<file path="src/rtl/ram_port_master.sv">
// Command-driven master owning the port of a single-port 8x16 RAM.
// Optional write readback verification: define READBACK_CHECK_EN.
module ram_port_master #(
  parameter int ADDR_W = 3,
  parameter int DATA_W = 16
) (
  input  logic              clk,
  input  logic              rst,
  input  logic              cmd_valid,
  output logic              cmd_ready,
  input  logic [1:0]        cmd_op,
  input  logic [ADDR_W-1:0] cmd_addr,
  input  logic [DATA_W-1:0] cmd_data,
  input  logic [ADDR_W-1:0] cmd_len,
  output logic              rsp_valid,
  input  logic              rsp_ready,
  output logic [DATA_W-1:0] rsp_data,
  output logic              rsp_ovf,
  output logic              err,
  output logic              wr_en,
  output logic [ADDR_W-1:0] wr_addr,
  output logic [DATA_W-1:0] wr_data,
  output logic [ADDR_W-1:0] rd_addr,
  input  logic [DATA_W-1:0] rd_data
);

  localparam logic [1:0] OP_RD   = 2'b00;
  localparam logic [1:0] OP_WR   = 2'b01;
  localparam logic [1:0] OP_FILL = 2'b10;
  localparam logic [1:0] OP_SUM  = 2'b11;

  localparam logic [ADDR_W-1:0] ONE = ADDR_W'(1);

`ifdef READBACK_CHECK_EN
  typedef enum logic [2:0] {
    S_IDLE, S_RD, S_WR, S_FILL,
    S_SUM, S_VFY, S_RESP
  } state_t;
`else
  typedef enum logic [2:0] {
    S_IDLE, S_RD, S_WR, S_FILL,
    S_SUM, S_RESP
  } state_t;
`endif

  state_t state_q, state_d;

  logic              cmd_ready_q, cmd_ready_d;
  logic              rsp_valid_q, rsp_valid_d;
  logic [DATA_W-1:0] rsp_data_q,  rsp_data_d;
  logic              rsp_ovf_q,   rsp_ovf_d;
  logic              wr_en_q,     wr_en_d;
  logic [ADDR_W-1:0] wr_addr_q,   wr_addr_d;
  logic [DATA_W-1:0] wr_data_q,   wr_data_d;
  logic [ADDR_W-1:0] rd_addr_q,   rd_addr_d;
  // words still to process after the current one
  logic [ADDR_W-1:0] cnt_q,       cnt_d;
  logic [DATA_W-1:0] acc_q,       acc_d;
  logic              ovf_q,       ovf_d;
  logic [DATA_W:0]   sum;

`ifdef READBACK_CHECK_EN
  logic              err_q,       err_d;
  assign err = err_q;
`else
  assign err = 1'b0;
`endif

  assign cmd_ready = cmd_ready_q;
  assign rsp_valid = rsp_valid_q;
  assign rsp_data  = rsp_data_q;
  assign rsp_ovf   = rsp_ovf_q;
  assign wr_en     = wr_en_q;
  assign wr_addr   = wr_addr_q;
  assign wr_data   = wr_data_q;
  assign rd_addr   = rd_addr_q;

  assign sum = {1'b0, acc_q} + {1'b0, rd_data};

  always_ff @(posedge clk or posedge rst) begin
    if (rst) begin
      state_q     <= S_IDLE;
      cmd_ready_q <= 1'b1;
      rsp_valid_q <= 1'b0;
      rsp_data_q  <= '0;
      rsp_ovf_q   <= 1'b0;
      wr_en_q     <= 1'b0;
      wr_addr_q   <= '0;
      wr_data_q   <= '0;
      rd_addr_q   <= '0;
      cnt_q       <= '0;
      acc_q       <= '0;
      ovf_q       <= 1'b0;
`ifdef READBACK_CHECK_EN
      err_q       <= 1'b0;
`endif
    end else begin
      state_q     <= state_d;
      cmd_ready_q <= cmd_ready_d;
      rsp_valid_q <= rsp_valid_d;
      rsp_data_q  <= rsp_data_d;
      rsp_ovf_q   <= rsp_ovf_d;
      wr_en_q     <= wr_en_d;
      wr_addr_q   <= wr_addr_d;
      wr_data_q   <= wr_data_d;
      rd_addr_q   <= rd_addr_d;
      cnt_q       <= cnt_d;
      acc_q       <= acc_d;
      ovf_q       <= ovf_d;
`ifdef READBACK_CHECK_EN
      err_q       <= err_d;
`endif
    end
  end

  always_comb begin
    state_d     = state_q;
    cmd_ready_d = cmd_ready_q;
    rsp_valid_d = rsp_valid_q;
    rsp_data_d  = rsp_data_q;
    rsp_ovf_d   = rsp_ovf_q;
    wr_en_d     = 1'b0;
    wr_addr_d   = wr_addr_q;
    wr_data_d   = wr_data_q;
    rd_addr_d   = rd_addr_q;
    cnt_d       = cnt_q;
    acc_d       = acc_q;
    ovf_d       = ovf_q;
`ifdef READBACK_CHECK_EN
    err_d       = err_q;
`endif

    unique case (state_q)
      S_IDLE: begin
        cmd_ready_d = 1'b1;
        if (cmd_valid && cmd_ready_q) begin
          cmd_ready_d = 1'b0;
          unique case (cmd_op)
            OP_RD: begin
              rd_addr_d = cmd_addr;
              state_d   = S_RD;
            end
            OP_WR: begin
              wr_en_d   = 1'b1;
              wr_addr_d = cmd_addr;
              wr_data_d = cmd_data;
              cnt_d     = '0;
              state_d   = S_WR;
            end
            OP_FILL: begin
              wr_en_d   = 1'b1;
              wr_addr_d = cmd_addr;
              wr_data_d = cmd_data;
              // len 0 wraps to DEPTH-1 remaining
              cnt_d     = cmd_len - ONE;
              state_d   = S_FILL;
            end
            OP_SUM: begin
              rd_addr_d = cmd_addr;
              cnt_d     = cmd_len - ONE;
              acc_d     = '0;
              ovf_d     = 1'b0;
              state_d   = S_SUM;
            end
            default: state_d = S_IDLE;
          endcase
        end
      end

      S_RD: begin
        rsp_data_d  = rd_data;
        rsp_ovf_d   = 1'b0;
        rsp_valid_d = 1'b1;
        state_d     = S_RESP;
      end

      S_WR, S_FILL: begin
`ifdef READBACK_CHECK_EN
        rd_addr_d = wr_addr_q;
        state_d   = S_VFY;
`else
        if (cnt_q == '0) begin
          rsp_data_d  = '0;
          rsp_ovf_d   = 1'b0;
          rsp_valid_d = 1'b1;
          state_d     = S_RESP;
        end else begin
          wr_en_d   = 1'b1;
          wr_addr_d = wr_addr_q + ONE;
          cnt_d     = cnt_q - ONE;
        end
`endif
      end

`ifdef READBACK_CHECK_EN
      S_VFY: begin
        if (rd_data != wr_data_q)
          err_d = 1'b1;
        if (cnt_q == '0) begin
          rsp_data_d  = '0;
          rsp_ovf_d   = 1'b0;
          rsp_valid_d = 1'b1;
          state_d     = S_RESP;
        end else begin
          wr_en_d   = 1'b1;
          wr_addr_d = wr_addr_q + ONE;
          cnt_d     = cnt_q - ONE;
          state_d   = S_FILL;
        end
      end
`endif

      S_SUM: begin
        acc_d = sum[DATA_W-1:0];
        ovf_d = ovf_q | sum[DATA_W];
        if (cnt_q == '0) begin
          rsp_data_d  = sum[DATA_W-1:0];
          rsp_ovf_d   = ovf_q | sum[DATA_W];
          rsp_valid_d = 1'b1;
          state_d     = S_RESP;
        end else begin
          rd_addr_d = rd_addr_q + ONE;
          cnt_d     = cnt_q - ONE;
        end
      end

      S_RESP: begin
        if (rsp_ready) begin
          rsp_valid_d = 1'b0;
          cmd_ready_d = 1'b1;
          state_d     = S_IDLE;
        end
      end

      default: begin
        state_d     = S_IDLE;
        cmd_ready_d = 1'b1;
        rsp_valid_d = 1'b0;
      end
    endcase
  end

endmodule

</file>
<file path="config.mk">
export PLATFORM = sky130hd
export DESIGN_NAME = ram_port_master
export DESIGN_NICKNAME = d
export VERILOG_FILES = /design/src/rtl/ram_port_master.sv
export SDC_FILE = /design/constraint.sdc
export NUM_CORES = 1
export LEC_CHECK = 0
export CORE_MARGIN = 4
export CORE_UTILIZATION = 54
export CTS_CLUSTER_SIZE = 28
export DETAILED_ROUTE_END_ITERATION = 7
export GPL_TIMING_DRIVEN = 0
export PLACE_DENSITY_LB_ADDON = 0.08
export SYNTH_ARGS = -nofsm -noshare
export SYNTH_HDL_FRONTEND = slang
export SYNTH_SLANG_ARGS = --single-unit
</file>
<file path="constraint.sdc">
create_clock -name clk -period 3.1 [get_ports clk]
set_input_delay 0.31 -clock clk [delete_from_list [all_inputs] [get_ports clk]]
set_output_delay 0.31 -clock clk [all_outputs]
set_load 0.01 [all_outputs]
</file>
== Word-level counts from Yosys, hierarchy flattened ==
Cells that the tools add are included.

* Add/sub/neg operators: 5
* $mul: 0
* Div/mod/pow operators: 0
* Magnitude comparators: 0
* Eq/ne operators: 20
* Shift operators: 0
* Muxes and demuxes: 39
* Bitwise operators: 3
* Reductions and logical operators: 23

{| class="wikitable"
|+ Operators with widths
! operator !! number
|-
| 16-bit two-way mux || 4
|-
| 16-bit one-hot mux with 3 select lines || 1
|-
| 3-bit two-way mux || 11
|-
| 16-bit one-hot mux with 2 select lines || 1
|-
| 3-bit one-hot mux with 2 select lines || 4
|-
| 3-bit one-hot mux with 4 select lines || 2
|-
| 2-bit inequality test (second input constant) || 9
|-
| 16-bit by 16-bit adder with 17-bit output || 1
|-
| 3-bit AND reduction || 5
|-
| 4-bit AND reduction || 3
|-
| 1-bit two-way mux || 11
|-
| 2-bit OR reduction || 4
|-
| 3-bit by 1-bit adder with 3-bit output (second input constant) || 2
|-
| 3-bit by 2-bit == test with 1-bit output (second input constant) || 2
|-
| 3-bit == test (second input constant) || 2
|-
| 3-bit zero test || 2
|-
| 1-bit one-hot mux with 3 select lines || 2
|-
| 2-bit nonzero test || 3
|-
| 3-bit by 1-bit subtractor with 3-bit output (second input constant) || 2
|-
| 2-bit == test (second input constant) || 2
|-
| 2-bit by 1-bit inequality test with 1-bit output (second input constant) || 2
|-
| 1-bit one-hot mux with 2 select lines || 2
|-
| 1-bit one-hot mux with 4 select lines || 1
|-
| 4-bit OR reduction || 1
|-
| other kinds (10) || 11
|}

* Bits in registers: 65
* Latch bits: 0
* Bits in writable memories: 0
* Bits in read-only memories: 0
* Bits of input ports: 44
* Output and inout port bits: 43
* Logic and storage cells: 102
* Memories: 0

== Logic depth before layout (Yosys ltp) ==
* Depth in word-level cells: 5
* Depth in mapped cells: 10

== Worst setup path after synthesis ==
Ideal clock, no wire load.

* Path kind: flip-flop to flip-flop
* Start point: reg acc_q[0]
* End point: reg rsp_data_q[8], in the netlist rsp_data[8]
* Arrival: 1.941 ns
* Required time: 2.975 ns
* Path slack: 1.034 ns
* Cell stages (with the launch flop): 10
* Path buffers: 0
* Path through: dfrtp_1 > ha_1 > inv_1 > fa_1 > nor2b_4 > o211ai_1 > a21oi_2 > a211o_1 > o211ai_1 > mux2_2

* Longest elaborated chain between the ends: 3

{| class="wikitable"
|+ Ends and longest elaborated chain
! element !! RTL line !! source
|-
| from (decl) || 58 || <nowiki>logic [DATA_W-1:0] acc_q, acc_d;</nowiki>
|-
| from (signal assigned) || 92 || <nowiki>acc_q <= '0;</nowiki>
|-
| from (signal assigned) || 108 || <nowiki>acc_q <= acc_d;</nowiki>
|-
| 16-bit by 16-bit adder with 17-bit output || 78 || <nowiki>assign sum = {1'b0, acc_q} + {1'b0, rd_data};</nowiki>
|-
| 16-bit two-way mux || 216 || <nowiki>if (cnt_q == '0) begin</nowiki>
|-
| 16-bit one-hot mux with 3 select lines || 133 || <nowiki>unique case (state_q)</nowiki>
|-
| to (signal assigned) || 101 || <nowiki>rsp_data_q <= rsp_data_d;</nowiki>
|-
| to (decl) || 50 || <nowiki>logic [DATA_W-1:0] rsp_data_q, rsp_data_d;</nowiki>
|}

No other way between the ends. The select of a mux whose other input is x is not followed.
A chain may end at the register's enable or synchronous reset.

== Final worst setup path ==
* Start point: in rd_data[0]
* End point: reg rsp_data_q[8], in the netlist rsp_data[8]

* Longest elaborated chain between the ends: 3

{| class="wikitable"
|+ Ends and longest elaborated chain
! element !! RTL line !! source
|-
| from (decl) || 24 || <nowiki>input logic [DATA_W-1:0] rd_data</nowiki>
|-
| 16-bit by 16-bit adder with 17-bit output || 78 ||
|-
| 16-bit two-way mux || 216 ||
|-
| 16-bit one-hot mux with 3 select lines || 133 ||
|}

No other way between the ends. The select of a mux whose other input is x is not followed.

==> impl_metrics.prom <==
# TYPE chip_impl_metric gauge
chip_impl_metric{name="chipWidth",unit="um"} 91.5
chip_impl_metric{name="register_area",unit="um^2"} 1630
chip_impl_metric{name="first_iter_violations",unit=""} 139
chip_impl_metric{name="postSynthNetCount",unit=""} 454
chip_impl_info{name="cts_tree",value="yes"} 1
chip_impl_metric{name="place.detailed.instances",unit=""} 565
chip_impl_metric{name="postSynthRegisterBits",unit=""} 65
chip_impl_info{name="synth_top_flop_cell",value="dfrtp_1"} 1
chip_impl_metric{name="antenna_cells",unit=""} 0
chip_impl_metric{name="place.detailed.hpwl",unit="mm"} 6.78
chip_impl_metric{name="dpl_cell_area",unit="um^2"} 4760
chip_impl_metric{name="postSynth.asyncResetShare",unit="%"} 100
chip_impl_info{name="cp-start-kind",value="input port"} 1
chip_impl_metric{name="finClkSkew",unit="ns"} 0.00652
chip_impl_metric{name="clock_insertion_delay_worst_skew",unit="ns"} 0.35
chip_impl_metric{name="netSwitchingFraction",unit="%"} 41.0
chip_impl_metric{name="maximum_number_of_pins_on_one_net_before_global_route_repair",unit=""} 36
chip_impl_info{name="rr_startpoint",value="acc_q[0]"} 1
chip_impl_metric{name="area_of_the_die",unit="um^2"} 8380
chip_impl_info{name="run_status",value="complete, no violations"} 1
chip_impl_metric{name="finalWorstPathRequiredPeriod",unit="ns"} 2.50
chip_impl_metric{name="synth.yosys.seq_area_share",unit="%"} 43.2
chip_impl_metric{name="cts.hold.buffers_added",unit=""} 0
chip_impl_metric{name="count_of_nets_after_finishing",unit=""} 551
chip_impl_metric{name="slew_headroom",unit="%"} 43.6
chip_impl_metric{name="synth-edff-count",unit=""} 0
chip_impl_info{name="cp-endpoint",value="rsp_data[8]"} 1
chip_impl_metric{name="tightestPinTransition",unit="ns"} 0.840
chip_impl_metric{name="avgSynthCellArea",unit="um^2"} 9.84
chip_impl_metric{name="count_of_final_max_slew_check_failures",unit=""} 0
chip_impl_metric{name="syn_std_cell_area",unit="um^2"} 3770
chip_impl_metric{name="routed_wl",unit="mm"} 9.40
chip_impl_metric{name="max_freq",unit="MHz"} 400
chip_impl_metric{name="maxCapViolCount",unit=""} 0
chip_impl_info{name="r2r-end",value="rsp_data[8]"} 1
chip_impl_metric{name="post-place-ws",unit="ns"} 0.284
chip_impl_metric{name="power.switching",unit="W"} 0.00220
chip_impl_metric{name="vias",unit=""} 3174
chip_impl_metric{name="clk_path_buf_depth",unit=""} 2
chip_impl_metric{name="residual_overflow_from_global_routing",unit=""} 0
chip_impl_metric{name="internal-power",unit="W"} 0.00317
chip_impl_metric{name="layout.filler_cells",unit=""} 528
chip_impl_metric{name="grt_use_total",unit="%"} 23.6
chip_impl_metric{name="pwr_density_cell",unit="nW/um^2"} 1080
chip_impl_info{name="cp-end-kind",value="flip-flop"} 1
chip_impl_metric{name="finalHoldWorstSlack",unit="ns"} 0.412
chip_impl_metric{name="drive_gt1_share",unit="%"} 14.0
chip_impl_metric{name="cts_sinks",unit=""} 65
chip_impl_metric{name="coreArea",unit="um^2"} 6790
chip_impl_metric{name="cts_repair_resizes",unit=""} 0
chip_impl_metric{name="cts.reportedPaths.clkPinSlew",unit="ns"} 0.08
chip_impl_metric{name="drt_pre_antenna_iters",unit=""} 5
chip_impl_metric{name="design_power_total",unit="W"} 0.00537
chip_impl_metric{name="clkPwrFrac",unit="%"} 15.2
chip_impl_metric{name="finalWorstSetupSlack",unit="ns"} 0.602
chip_impl_metric{name="initial_utilization",unit="%"} 55.5
chip_impl_info{name="hold_path.class",value="in -> async"} 1
chip_impl_metric{name="period_share",unit="%"} 80.6
chip_impl_metric{name="wire_per_inst",unit="um"} 16.2
chip_impl_metric{name="peakVddDrop",unit="mV"} 0.532
chip_impl_metric{name="combPwrFrac",unit="%"} 56.7
chip_impl_metric{name="grt_first_pass_wirelength",unit="mm"} 15.7
chip_impl_metric{name="setup.reg_to_reg.worst_slack",unit="ns"} 0.69
chip_impl_metric{name="drt-vias-per-instance",unit=""} 5.46
chip_impl_metric{name="area_occupied_by_multi_input_gates",unit="um^2"} 1980
chip_impl_metric{name="number_of_global_route_vias_before_repair",unit=""} 3244
chip_impl_metric{name="cts_h_tree_depth",unit=""} 3
chip_impl_metric{name="instances_no_fill",unit=""} 581
chip_impl_metric{name="cts-buffers-inserted",unit=""} 9
chip_impl_metric{name="cts_post_setup_buffers_inserted",unit=""} 0
chip_impl_metric{name="synthesis.yosys.warnings",unit=""} 0
chip_impl_metric{name="worstRegToRegCells",unit=""} 9
chip_impl_metric{name="dieHeight",unit="um"} 91.5
chip_impl_metric{name="gpl.final_weighted_congestion",unit=""} 0.883
chip_impl_metric{name="crit_required",unit="ns"} 3.34
chip_impl_metric{name="yosysUniqueCellTypes",unit=""} 60
chip_impl_metric{name="total_leakage_power",unit="nW"} 2.24
chip_impl_metric{name="std_cell_rows",unit=""} 30
chip_impl_metric{name="netlist_instances",unit=""} 383
chip_impl_metric{name="pwr-share-seq",unit="%"} 28.1
chip_impl_info{name="worst_setup_path_startpoint",value="rd_data[0]"} 1
chip_impl_metric{name="area.growth.synth_to_final",unit="%"} 32.1
chip_impl_metric{name="layout.cell_area.non_filler",unit="um^2"} 4980
chip_impl_info{name="criticalPathCategory",value="in -> reg"} 1
chip_impl_info{name="grt_setup_unrepaired",value="false"} 1
chip_impl_metric{name="io_pins",unit=""} 87
chip_impl_metric{name="count_of_nets_left_with_antenna_violations_after_detail_routing",unit=""} 0
chip_impl_info{name="clock_tree.root_cell",value="clkbuf_8"} 1
chip_impl_metric{name="port_buffers",unit=""} 85
chip_impl_metric{name="crit_path_max_fanout",unit=""} 5
chip_impl_metric{name="drc",unit=""} 0
chip_impl_metric{name="finalHoldViolations",unit=""} 0
chip_impl_metric{name="setup_viols_final",unit=""} 0
chip_impl_metric{name="grt_antenna_before_repair",unit=""} 0
chip_impl_metric{name="critPathArrivalTime",unit="ns"} 2.74
logic make-up after synthesis:
logic type / share of synthesized area, %
xor gates and xnor gates: 1.86
AOI/OAI and AO/OA: 20.6
DFF: 43.2
muxes: 6.67
other: 0.0995
adders and majority gates: 9.16
and+or+nand+nor: 14.2
buffers and inverters: 4.25
sequential cells by signal (all words and copies together), names as in the netlist:
| signal | count |
|---|---|
| wr_addr | 3 |
| cnt_q | 3 |
| wr_data | 16 |
| acc_q | 16 |
| rsp_valid | 1 |
| rsp_data | 16 |
| ovf_q | 1 |
| state_q | 3 |
| wr_en | 1 |
| cmd_ready | 1 |
| rsp_ovf | 1 |
| rd_addr | 3 |
stage by stage:
step / TNS, ns / util [%]
4_1_cts: 0 / 73.3
3_5_place_dp: 0 / 70.1
5_1_grt: 0 / 73.3
3_3_place_gp: -0.541 / 69.8
6_report: 0 / 73.3
2_1_floorplan: 0 / -
critical path: stages:
cell and delay (ns):
clkdlybuf4s50_1 0.49, ha_1 0.22, inv_1 0.08, fa_1 0.42, nor2b_4 0.17, o211ai_1 0.16, a21oi_2 0.32, a211o_1 0.20
o211ai_1 0.11, mux2_2 0.27
routing by layer:
metal	vias up	share of wire, %	GRT usage (%)
met5	-	0	0
met4	0	1.4	8.17
met3	10	6.4	6.05
met2	102	50	40.0
met1	1508	43	29.2
li1	1554	-	-
worst min path at each step:
stage	startpoint	endpoint	slack, ns	depth (start not counted)
after floorplan	cmd_addr[0]	rd_addr[0]	0.45	2
after global placement	acc_q[11]	acc_q[11]	0.46	2
after detailed placement	acc_q[2]	acc_q[2]	0.47	1
after CTS	rst	rsp_data[1]	0.44	2
after global routing	rst	rsp_data[12]	0.48	2
final	rst	rsp_data[3]	0.41	2
Yosys cell counts (2+ instances only):
library cell | number | area share (%)
o21bai_1 | 3 | 0.60
nand2b_1 | 6 | 1.0
mux2i_1 | 6 | 1.6
and2b_1 | 2 | 0.40
a21oi_2 | 2 | 0.46
a31oi_1 | 7 | 1.2
a21oi_1 | 28 | 3.7
or3_1 | 2 | 0.33
o22a_1 | 2 | 0.46
o21ai_2 | 3 | 0.70
and3_1 | 2 | 0.33
xnor2_1 | 4 | 0.93
nand2_1 | 58 | 5.8
nand3_1 | 5 | 0.66
buf_4 | 7 | 1.4
o21ai_1 | 6 | 0.80
nor2_1 | 24 | 2.4
o211ai_2 | 2 | 0.66
a22o_1 | 5 | 1.2
and2_1 | 2 | 0.33
xor2_1 | 4 | 0.93
nor3b_1 | 2 | 0.40
inv_1 | 13 | 1.3
o211ai_1 | 3 | 0.60
dfrtp_1 | 64 | 42
ha_1 | 26 | 8.6
a21boi_0 | 3 | 0.60
nor2b_1 | 3 | 0.50
nor3_1 | 6 | 0.80
a222oi_1 | 2 | 0.53
buf_2 | 8 | 1.1
mux2_2 | 17 | 5.1
o21a_1 | 2 | 0.40
a211oi_1 | 4 | 0.80
a21o_1 | 10 | 2.0
o21ai_0 | 16 | 2.1
power by group through the flow:
| stage | Clock [W] | Combinational [W] | Sequential, W |
|---|---|---|---|
| finish | 0.000815 | 0.00304 | 0.00151 |
| global route | 0.000865 | 0.00334 | 0.00157 |
| CTS | 0.000819 | 0.00305 | 0.00151 |
| detailed placement | 0 | 0.00302 | 0.00152 |
| global placement | 0 | 0.00293 | 0.00150 |
| floorplan | 0 | 0.00183 | 0.00161 |
cell usage in the layout, fill, tap and decap left out, types with 5 or more instances in the layout:
cell type,count
clkdlybuf4s50_1,85
dfrtp_1,64
nand2_1,58
a21oi_1,28
ha_1,26
nor2_1,24
mux2_2,17
o21ai_0,16
inv_1,12
a21o_1,10
clkbuf_8,9
buf_2,8
buf_4,7
a31oi_1,7
nand2b_1,6
nor3_1,6
mux2i_1,6
o21ai_1,6
a22o_1,5
nand3_1,5
cell type report:
class / instances / share of cell area, %
sequential: 65 / 32.7
clock inverter: 7 / 1.91
timing repair buffer: 86 / 17.5
multi-input combinational: 287 / 39.8
clock buffer: 9 / 2.49
inverter: 14 / 1.06
tap: 96 / 2.41
buffer: 17 / 2.16
(Power assumes the default switching activity.)
